--- config.mk ---
export PLATFORM = sky130hd
export DESIGN_NAME = uart_tx_arbiter_flat
export DESIGN_NICKNAME = d
export VERILOG_FILES = /design/src/rtl/uart_pkg.sv /design/src/rtl/uart_tx_arbiter_if.sv /design/src/rtl/uart_tx_arbiter_rr_pick.sv /design/src/rtl/uart_tx_arbiter.sv /design/src/flat_wrapper.sv
export SDC_FILE = /design/constraint.sdc
export NUM_CORES = 1
export LEC_CHECK = 0
export CORE_MARGIN = 10
export CORE_UTILIZATION = 50
export CTS_BUF_LIST = sky130_fd_sc_hd__clkbuf_16
export CTS_CLUSTER_DIAMETER = 100
export DETAILED_ROUTE_END_ITERATION = 12
export GPL_TIMING_DRIVEN = 0
export PLACE_DENSITY = 0.93
export SYNTH_ARGS = -nofsm -noshare
export SYNTH_HDL_FRONTEND = slang
export SYNTH_HIERARCHICAL = 1
export SYNTH_SLANG_ARGS = --single-unit
--- constraint.sdc ---
create_clock -name clk -period 4.9 [get_ports clk]
set_input_delay 0.735 -clock clk [delete_from_list [all_inputs] [get_ports clk]]
set_output_delay 0.735 -clock clk [all_outputs]
set_load 0.01 [all_outputs]
--- src/rtl/uart_pkg.sv ---
// Shared UART types and constants for the transmit-side arbiter and its neighbours.
// Header states exist only when UART_TX_ARB_ID_EN is defined.
package uart_pkg;

    localparam int unsigned UART_DATA_W  = 8;
    localparam logic [3:0]  UART_HDR_TAG = 4'hA;

    typedef enum logic [2:0] {
        StIdle,
        StStart,
        StWaitBusy,
        StWaitDone
`ifdef UART_TX_ARB_ID_EN
        ,
        StHdrStart,
        StHdrWaitBusy,
        StHdrWaitDone
`endif
    } arb_state_t;

    // Header byte identifying the source of the payload frame that follows it.
    function automatic logic [UART_DATA_W-1:0] hdr_byte(logic [2:0] id);
        return {UART_HDR_TAG, 1'b0, id};
    endfunction

endpackage

--- src/rtl/uart_tx_arbiter_if.sv ---
// Producer-side handshake and transmitter-side launch signals of the UART TX arbiter.
// master: the arbiter; slave: the producers/transmitter environment.
interface uart_tx_arbiter_if #(
    parameter int unsigned NUM_REQ = 4
);
    import uart_pkg::*;

    logic [NUM_REQ-1:0]             req_valid;
    logic [NUM_REQ*UART_DATA_W-1:0] req_data;
    logic [NUM_REQ-1:0]             req_ready;
    logic                           tx_start;
    logic [UART_DATA_W-1:0]         tx_data;
    logic                           tx_busy;

    modport master (
        input  req_valid, req_data, tx_busy,
        output req_ready, tx_start, tx_data
    );

    modport slave (
        output req_valid, req_data, tx_busy,
        input  req_ready, tx_start, tx_data
    );

endinterface

--- src/rtl/uart_tx_arbiter_rr_pick.sv ---
// Combinational round-robin selector: one-hot grant to the first requester after `last`.
// Shared with the receive-side dispatcher, so it carries no state.
module rr_pick #(
    parameter  int unsigned N     = 4,
    localparam int unsigned IDX_W = $clog2(N)
) (
    input  logic [N-1:0]     req,
    input  logic [IDX_W-1:0] last,
    output logic [N-1:0]     gnt,
    output logic [IDX_W-1:0] idx
);

    logic [IDX_W-1:0] k;

    // Walk from the farthest candidate to the nearest so the nearest valid one wins.
    always_comb begin
        gnt = '0;
        idx = '0;
        k   = '0;
        for (int i = int'(N); i >= 1; i--) begin
            k = IDX_W'((int'(last) + i) % int'(N));
            if (req[k]) begin
                gnt    = '0;
                gnt[k] = 1'b1;
                idx    = k;
            end
        end
    end

endmodule

--- src/rtl/uart_tx_arbiter.sv ---
// Round-robin scheduler sharing one UART transmitter among NUM_REQ byte producers.
// Define UART_TX_ARB_ID_EN to precede each payload frame with a source-id header frame.
module uart_tx_arbiter
    import uart_pkg::*;
#(
    parameter  int unsigned NUM_REQ      = 4,
    parameter  int unsigned BUSY_TIMEOUT = 8,
    localparam int unsigned IDX_W        = $clog2(NUM_REQ)
) (
    input  logic                   clk,
    input  logic                   reset,
    uart_tx_arbiter_if.master      bus,
    output logic [IDX_W-1:0]       grant_id,
    output logic                   active,
    output logic                   err_timeout
);

    localparam int unsigned CNT_W = $clog2(BUSY_TIMEOUT + 1);

    arb_state_t             state_q, state_d;
    logic [UART_DATA_W-1:0] tx_data_q, tx_data_d;
    logic [IDX_W-1:0]       grant_q, grant_d;
    logic [IDX_W-1:0]       last_q, last_d;
    logic                   active_q, active_d;
    logic                   err_q, err_d;
    logic [CNT_W-1:0]       cnt_q, cnt_d;
    logic [NUM_REQ-1:0]     pick_gnt;
    logic [IDX_W-1:0]       pick_idx;
    logic [UART_DATA_W-1:0] win_byte;
    logic                   timeout_hit;
`ifdef UART_TX_ARB_ID_EN
    logic [UART_DATA_W-1:0] payload_q, payload_d;
`endif

    rr_pick #(
        .N(NUM_REQ)
    ) u_rr_pick (
        .req (bus.req_valid),
        .last(last_q),
        .gnt (pick_gnt),
        .idx (pick_idx)
    );

    always_comb begin
        win_byte = '0;
        for (int i = 0; i < int'(NUM_REQ); i++) begin
            if (pick_gnt[i]) win_byte = bus.req_data[i*UART_DATA_W +: UART_DATA_W];
        end
    end

    assign timeout_hit = (cnt_q == CNT_W'(BUSY_TIMEOUT - 1));

    always_comb begin
        state_d       = state_q;
        tx_data_d     = tx_data_q;
        grant_d       = grant_q;
        last_d        = last_q;
        active_d      = active_q;
        err_d         = err_q;
        cnt_d         = cnt_q;
`ifdef UART_TX_ARB_ID_EN
        payload_d     = payload_q;
`endif
        bus.req_ready = '0;
        bus.tx_start  = 1'b0;
        unique case (state_q)
            StIdle: begin
                if (!bus.tx_busy && |bus.req_valid) begin
                    bus.req_ready = pick_gnt;
                    grant_d       = pick_idx;
                    last_d        = pick_idx;
                    active_d      = 1'b1;
`ifdef UART_TX_ARB_ID_EN
                    tx_data_d     = hdr_byte(3'(pick_idx));
                    payload_d     = win_byte;
                    state_d       = StHdrStart;
`else
                    tx_data_d     = win_byte;
                    state_d       = StStart;
`endif
                end
            end
            StStart: begin
                bus.tx_start = 1'b1;
                cnt_d        = '0;
                state_d      = StWaitBusy;
            end
            StWaitBusy: begin
                if (bus.tx_busy) begin
                    state_d = StWaitDone;
                end else if (timeout_hit) begin
                    err_d    = 1'b1;
                    active_d = 1'b0;
                    state_d  = StIdle;
                end else begin
                    cnt_d = cnt_q + 1'b1;
                end
            end
            StWaitDone: begin
                if (!bus.tx_busy) begin
                    active_d = 1'b0;
                    state_d  = StIdle;
                end
            end
`ifdef UART_TX_ARB_ID_EN
            StHdrStart: begin
                bus.tx_start = 1'b1;
                cnt_d        = '0;
                state_d      = StHdrWaitBusy;
            end
            StHdrWaitBusy: begin
                if (bus.tx_busy) begin
                    state_d = StHdrWaitDone;
                end else if (timeout_hit) begin
                    err_d    = 1'b1;
                    active_d = 1'b0;
                    state_d  = StIdle;
                end else begin
                    cnt_d = cnt_q + 1'b1;
                end
            end
            // Header frame done: swap in the payload and launch it without re-arbitrating.
            StHdrWaitDone: begin
                if (!bus.tx_busy) begin
                    tx_data_d = payload_q;
                    state_d   = StStart;
                end
            end
`endif
            default: state_d = StIdle;
        endcase
    end

    always_ff @(posedge clk or posedge reset) begin
        if (reset) begin
            state_q   <= StIdle;
            tx_data_q <= '0;
            grant_q   <= '0;
            last_q    <= IDX_W'(NUM_REQ - 1);
            active_q  <= 1'b0;
            err_q     <= 1'b0;
            cnt_q     <= '0;
`ifdef UART_TX_ARB_ID_EN
            payload_q <= '0;
`endif
        end else begin
            state_q   <= state_d;
            tx_data_q <= tx_data_d;
            grant_q   <= grant_d;
            last_q    <= last_d;
            active_q  <= active_d;
            err_q     <= err_d;
            cnt_q     <= cnt_d;
`ifdef UART_TX_ARB_ID_EN
            payload_q <= payload_d;
`endif
        end
    end

    assign bus.tx_data  = tx_data_q;
    assign grant_id     = grant_q;
    assign active       = active_q;
    assign err_timeout  = err_q;

endmodule

--- src/flat_wrapper.sv ---
// flat-port wrapper written by rule: the top's interface ports become plain ports
module uart_tx_arbiter_flat import uart_pkg::*;
#(
    parameter  int unsigned NUM_REQ      = 4,
    parameter  int unsigned BUSY_TIMEOUT = 8,
    localparam int unsigned IDX_W        = $clog2(NUM_REQ)
)
  (clk, reset, grant_id, active, err_timeout, bus_req_valid, bus_req_data, bus_tx_busy, bus_req_ready, bus_tx_start, bus_tx_data);
  uart_tx_arbiter_if #(.NUM_REQ(NUM_REQ)) bus_i ();
  input  logic clk;
  input  logic reset;
  output logic [IDX_W-1:0] grant_id;
  output logic active;
  output logic err_timeout;
  input wire logic [$bits(bus_i.req_valid)-1:0] bus_req_valid;
  input wire logic [$bits(bus_i.req_data)-1:0] bus_req_data;
  input wire logic [$bits(bus_i.tx_busy)-1:0] bus_tx_busy;
  output wire logic [$bits(bus_i.req_ready)-1:0] bus_req_ready;
  output wire logic [$bits(bus_i.tx_start)-1:0] bus_tx_start;
  output wire logic [$bits(bus_i.tx_data)-1:0] bus_tx_data;
  assign bus_i.req_valid = bus_req_valid;
  assign bus_i.req_data = bus_req_data;
  assign bus_i.tx_busy = bus_tx_busy;
  assign bus_req_ready = bus_i.req_ready;
  assign bus_tx_start = bus_i.tx_start;
  assign bus_tx_data = bus_i.tx_data;
  uart_tx_arbiter #(.NUM_REQ(NUM_REQ), .BUSY_TIMEOUT(BUSY_TIMEOUT)) u_core (.clk(clk), .reset(reset), .bus(bus_i), .grant_id(grant_id), .active(active), .err_timeout(err_timeout));
endmodule
==> results list <==
* Max stage delay on crit path: 630 ps
- For this run, design rule violations remaining after detail routing come to 0.
* Worst path bufs/invs: 6
- Setup repair after global routing missed its margin: no
- By area the synthesized netlist is led by dfrtp_1 (26%), ha_1 (7.8%), a221oi_1 (5.5%).
- Hold Crit Endpoint: u_core/err_timeout
- Design Power: between 0.0015 and 0.002 W
- In this run the worst hold path is classified as reg -> reg.
- In this run the power density over the cells is between 700 and 800 nW/um^2.
- Of the synthesized area, sequential elements account for 0.285.
- CTS built an H-tree with a depth of 1.
- The routed layout has about 1700 vias.
* Post-route worst setup slack: ~350 ps
- Half-perimeter wire length of the detailed placement result: 3.81 mm
* Maximum buffer depth of the clock tree: 2
* Setup slack at placement: 413 ps
* Top cells by count, synth: dfrtp_1 (18), inv_1 (15), nand2_1 (13)
- In this run the static leakage power is 1.05 nW.
- Clock latency on the worst-skew pair, taken at its later pin, is between 200 and 300 ps.
- Port Buffer Count: 55
* Std-Cell Rows: 21
- Pin count of the biggest net entering global routing: 21
* Achievable clock frequency: 220 MHz
* Critical path peak fanout: 10
* Drt wl/cell: ~17 um
- IR analysis of the VDD net gives a maximum drop of between 0.0004 and 0.0005 V.
* Startpoint type of the worst setup path: register
- Clock transition at the registers of the reported paths: roughly 50 ps
* Outcome: complete, no violations
* Gate Count Post-Synth: approximately 190
* Via count of the first global-routing pass: approximately 1700
- Sw Share: 0.424
* Share of final-layout standard cells stronger than drive strength 1: 0.172
- Summing every instance area after synthesis gives ~1800 um^2.
- First-pass GRT wire length: a little under 8 mm
- After the first detailed-routing iteration, the DRC count stood at 124.
* CP arrival: 3820 ps
* Required time at the worst-slack endpoint: approximately 4200 ps
- Post-Synthesis Net Count: around 240
* Cell-internal power: around 0.0010 W
- Antenna violations before repair: 0
- After detailed routing, the number of vias per cell comes to 5.72.
- The share of synthesized area in the top cell type comes to 0.256.
- TritonCTS built the clock tree.
- Worst path depth: 12
- Global-route congestion overflow total: 0
- Startpoint-to-endpoint class of the critical path: reg -> out
- For this run, the leading register cell type out of synthesis is dfrtp_1.
- Across every metal layer, demand over resource in global routing totals 0.148.
- In this run the tightest slew margin relative to its limit is 0.511.
* Die W: 79.4 um
* Switching power: roughly 0.00075 W
- Yosys warns: 6
- The number of antenna diodes in the final layout is 0.
- Across the run, the number of max-cap violations was 0.
- Leading area contributor after synthesis: dfrtp_1
* Logic depth of the worst register-to-register path: 13
- The average instance in the mapped netlist occupies about 9.2 um^2.
* Core Box Area: approximately 3400 um^2
- Synthesis instantiated between 40 and 50 different standard cells from the library.
- Cell Chain, Critical Path: buf_4 > inv_1 > ha_1 > buf_6 > mux4_2 > nor2b_4 > a221oi_1 > a21oi_1 > clkbuf_1 > buf_2 > and2_1 > clkdlybuf4s50_1
- Weighted congestion reported at the end of routability-driven placement: 0.860
* TritonRoute pass-1 iters: 4
* Post-synthesis register bit count: 20
- Area Overhead vs Synth: 40.7%
- Slowest CP cell: dfstp_2
- 56 I/O pins were placed.
- Count of nets left with antenna violations after detail routing: 0
- Final hold violation count: 0
* Worst hold-check slack: about 490 ps
- At the pin with the least slew margin, the transition time is roughly 730 ps.
* Number of buffers inserted during clock tree synthesis: 3
* R2r startpoint: u_core/last_q[0]
* DIE HEIGHT: a little under 80 um
- By instance count, the leading cell after synthesis is dfrtp_1.
- Placed cell count: approximately 290
* Number of standard cells in the layout, taps in and fillers out: roughly 300
* Accumulated negative setup slack: 0 ps
- The final-report max-slew violation count was 0.
- Post-CTS timing repair inserted 0 buffers for setup.
- Power share of the sequential group: 0.172
* Number of enable flip-flop cells after synthesis: 0
* CP Capture Type: output pin
- Clock tree root buffer cell: clkbuf_16
- FFs w/ async S/R, synth: 1.00
* Clock Skew: 3.89 ps
- Part of the total power dissipated in the clock network: 0.125
- Setup violations remaining at the end of the flow were counted as 0.
- The worst hold path begins at u_core/err_timeout.
- Broken down by cell family, the worst path's largest delay share belongs to buffers and inverters.
* Nets: about 300
* Clock tree sinks: 20
- Cells on Worst Hold Path: 1
* Flop-to-flop setup slack: approximately 1500 ps
- The worst register-to-register path ends at u_core/bus.tx_data[1].
- The clock period could shrink to 4550 ps.
- Period utilization: 0.929
- The routed design has ~5 mm of wire.
- Area enclosed by the die boundary: 6300 um^2
- Logic gate share of total power: 0.704
* Initial core utilization: 0.524
[what timing repair did]
action                                  4_1_cts  5_1_grt
endpoints found under the setup margin        0        1
gates resized for setup                       0        1
hold buffers                                  0        0
[layer usage]
layer,vias to the layer above,share of wire,GRT usage
met2,61,0.49,0.270
li1,820,-,-
met4,0,0.0031,0.0215
met1,810,0.46,0.178
met3,2,0.056,0.0293
met5,-,0,0
[placed cells by master (no fill, tap or decap), types with 2 or more instances in the layout]
cell type	count
a22o_1	2
buf_4	2
nor2_1	11
dfstp_2	2
a211o_1	7
clkbuf_2	2
nand2b_1	2
o211ai_1	5
or3b_2	2
buf_6	3
mux2_2	8
dfrtp_1	18
ha_1	11
o21ai_1	2
inv_1	15
nand3_1	4
a21oi_2	2
a221oi_1	11
o22ai_1	2
nor2b_1	5
a31oi_1	8
nand3b_1	2
mux2i_1	7
clkbuf_16	3
nor2b_4	2
mux4_2	2
clkdlybuf4s50_1	55
a21oi_1	11
o21ai_0	5
buf_2	6
nand2_1	13
and2_1	4
[how the worst max path moves through the flow]
stage | start | to
2_1_floorplan | u_core/last_q[0] | bus_req_ready[3]
3_3_place_gp | bus_req_valid[1] | bus_req_ready[3]
3_5_place_dp | bus_req_valid[1] | bus_req_ready[3]
4_1_cts | u_core/last_q[0] | bus_req_ready[3]
5_1_grt | u_core/last_q[0] | bus_req_ready[3]
6_report | u_core/last_q[0] | bus_req_ready[3]
[stage by stage]
stage               cell area, um^2  utilization
floorplan                      1760            -
global placement               2370        0.705
detailed placement             2370        0.705
CTS                            2480        0.736
global route                   2480        0.737
finish                         2480        0.737
[flip-flops by register name, indices dropped and copies added (netlist names)]
name / flops
u_core/bus.tx_data: 8
u_core/cnt_q: 4
u_core/grant_id: 2
u_core/last_q: 2
u_core/state_q: 2
u_core/active: 1
u_core/err_timeout: 1
[cell type report]
| cell class | instances | area, um^2 |
|---|---|---|
| Clock inverter | 1 | 30.0 |
| Inverter | 15 | 56.3 |
| Clock buffer | 3 | 75.1 |
| Buffer | 14 | 92.6 |
| Timing Repair Buffer | 55 | 551 |
| Tap cell | 46 | 57.6 |
| Sequential cell | 20 | 503 |
| Multi-Input combinational cell | 142 | 1110 |
| Fill cell | 241 | 883 |
[kinds of logic after synthesis]
logic type,share of synthesized area
AOI/OAI and AO/OA,0.251
and+or+nand+nor,0.179
buffers and inverters,0.0844
DFF,0.285
muxes,0.122
adders and majority gates,0.0781
[power groups by stage]
stage | sequential (W) | clock [W] | combinational, W
floorplan | 0.000315 | 0 | 0.000852
finish | 0.000302 | 0.000219 | 0.00124
global placement | 0.000299 | 0 | 0.00118
detailed placement | 0.000303 | 0 | 0.00122
CTS | 0.000301 | 0.000222 | 0.00123
global route | 0.000311 | 0.000229 | 0.00135
Note: power is estimated with default switching activity, not from simulation.
==> edit, RTL diff (same flow settings) <==
`NUM_REQ` is set to 4 in 3 places; all go to 8.
--- a/src/rtl/uart_tx_arbiter_if.sv
+++ b/src/rtl/uart_tx_arbiter_if.sv
@@ -2,5 +2,5 @@
 // master: the arbiter; slave: the producers/transmitter environment.
 interface uart_tx_arbiter_if #(
-    parameter int unsigned NUM_REQ = 4
+    parameter int unsigned NUM_REQ = 8
 );
     import uart_pkg::*;
--- a/src/rtl/uart_tx_arbiter.sv
+++ b/src/rtl/uart_tx_arbiter.sv
@@ -4,5 +4,5 @@
     import uart_pkg::*;
 #(
-    parameter  int unsigned NUM_REQ      = 4,
+    parameter  int unsigned NUM_REQ      = 8,
     parameter  int unsigned BUSY_TIMEOUT = 8,
     localparam int unsigned IDX_W        = $clog2(NUM_REQ)
--- a/src/flat_wrapper.sv
+++ b/src/flat_wrapper.sv
@@ -2,5 +2,5 @@
 module uart_tx_arbiter_flat import uart_pkg::*;
 #(
-    parameter  int unsigned NUM_REQ      = 4,
+    parameter  int unsigned NUM_REQ      = 8,
     parameter  int unsigned BUSY_TIMEOUT = 8,
     localparam int unsigned IDX_W        = $clog2(NUM_REQ)
Ports: changed (resized bus_req_data, bus_req_ready, bus_req_valid and grant_id); port bits go from 56 to 97. No check against the original RTL was run, so the function may have changed too.
==> edit against the original RTL <==
- final area increased by 98%
- critical path depth increased by 4
- wire length increased to 2.9 times the old value
- sequential share of layout area decreased by 9.0 points
- area after synthesis increased by 89%
- count of clock-buffer cells in the layout unchanged
- sequential cell count increased by 2
- worst setup slack got worse by 0.25 ns
- highest routed layer unchanged
Power is left out: the tool's default activity adds up to more than one toggle a clock period on the data nets, which glitch-free logic cannot reach.
==> edit: results (changes against the original RTL) <==
detailed_routing:
  num_vias: 4387  # was 1693
  firstDrtPassIters: 5  # was 4
  vias_per_cell: 6.76  # was 5.72
  drt_iter0_markers: 526  # was 124
  wl_mm: 14.2  # was 4.90 mm
outcome:
  status: "finished, final reports clean"  # unchanged
sta:
  relSlewSlack: 0.412  # was 0.511
  whs_ns: 0.501  # was 0.494 ns
global_routing:
  grt_pass1_wl_mm: 21.5  # was 7.82 mm
  first_global_vias: 4338  # was 1655
  track_usage: 0.255  # was 0.148
synthesis:
  syn_nets: 523  # was 241
  ys_seq_area_frac: 0.166  # was 0.285
  synth_cell_types: 61  # was 44
  synthTopCellsByArea: "dfrtp_1 (14%), mux4_2 (7.4%), mux2i_1 (5.7%)"  # was dfrtp_1 (26%), ha_1 (7.8%), a221oi_1 (5.5%)
  avgSynthCellArea_um2: 7.56  # was 9.23 µm²
critical_path:
  cp_slowest_cell: "mux4_2"  # was dfstp_2
  regToRegEndpoint: "u_core/bus.tx_data[4]"  # was u_core/bus.tx_data[1]
  timing.reg2reg.worst_path_depth: 19  # was 13
  reg2reg_slack_ns: 0.34  # was 1.46 ns
  endpoint: "bus_req_ready[2]"  # was bus_req_ready[3]
placed_design:
  place_ws_ns: -0.910  # was 0.413 ns
  dp_hpwl_mm: 10.0  # was 3.81 mm
  placed_cell_area_um2: 4390  # was 2370 µm²
  placed_cells: 614  # was 292
worst_hold_path:
  hp-start: "u_core/active"  # was u_core/err_timeout
final_layout:
  fin_nets: 655  # was 301
  drive_above_1_share: 0.184  # was 0.172
edit: logic make-up after synthesis:
kind of cell,share of synthesized area
AND/OR/NAND/NOR,0.245
AO/OA/AOI/OAI,0.294
buffers and inverters,0.0893
multiplexers,0.166
flip-flops,0.166
adder cells (fa/ha/maj),0.0263
XOR/XNOR,0.0131
edit: final cells by class:
class                           count  area [µm²]
Multi-Input combinational cell    352        2600
Fill cell                         423        1520
Timing Repair Buffer              131        1230
Sequential cell                    22         554
Buffer                             30         221
Inverter                           33         124
Tap cell                           77        96.3
Clock buffer                        3        75.1
Clock inverter                      1        3.75
edit: repair_timing:
action,CTS,global route
endpoints found under the hold margin,0,0
pin swaps,6,8
setup buffers,22,13
gates resized for setup,41,22
setup endpoints to repair,16,7
edit: per-layer routing:
metal	share of wire	global-route usage
met3	0.12	0.0660
met1	0.35	0.290
met2	0.48	0.440
met4	0.056	0.112
met5	0	0
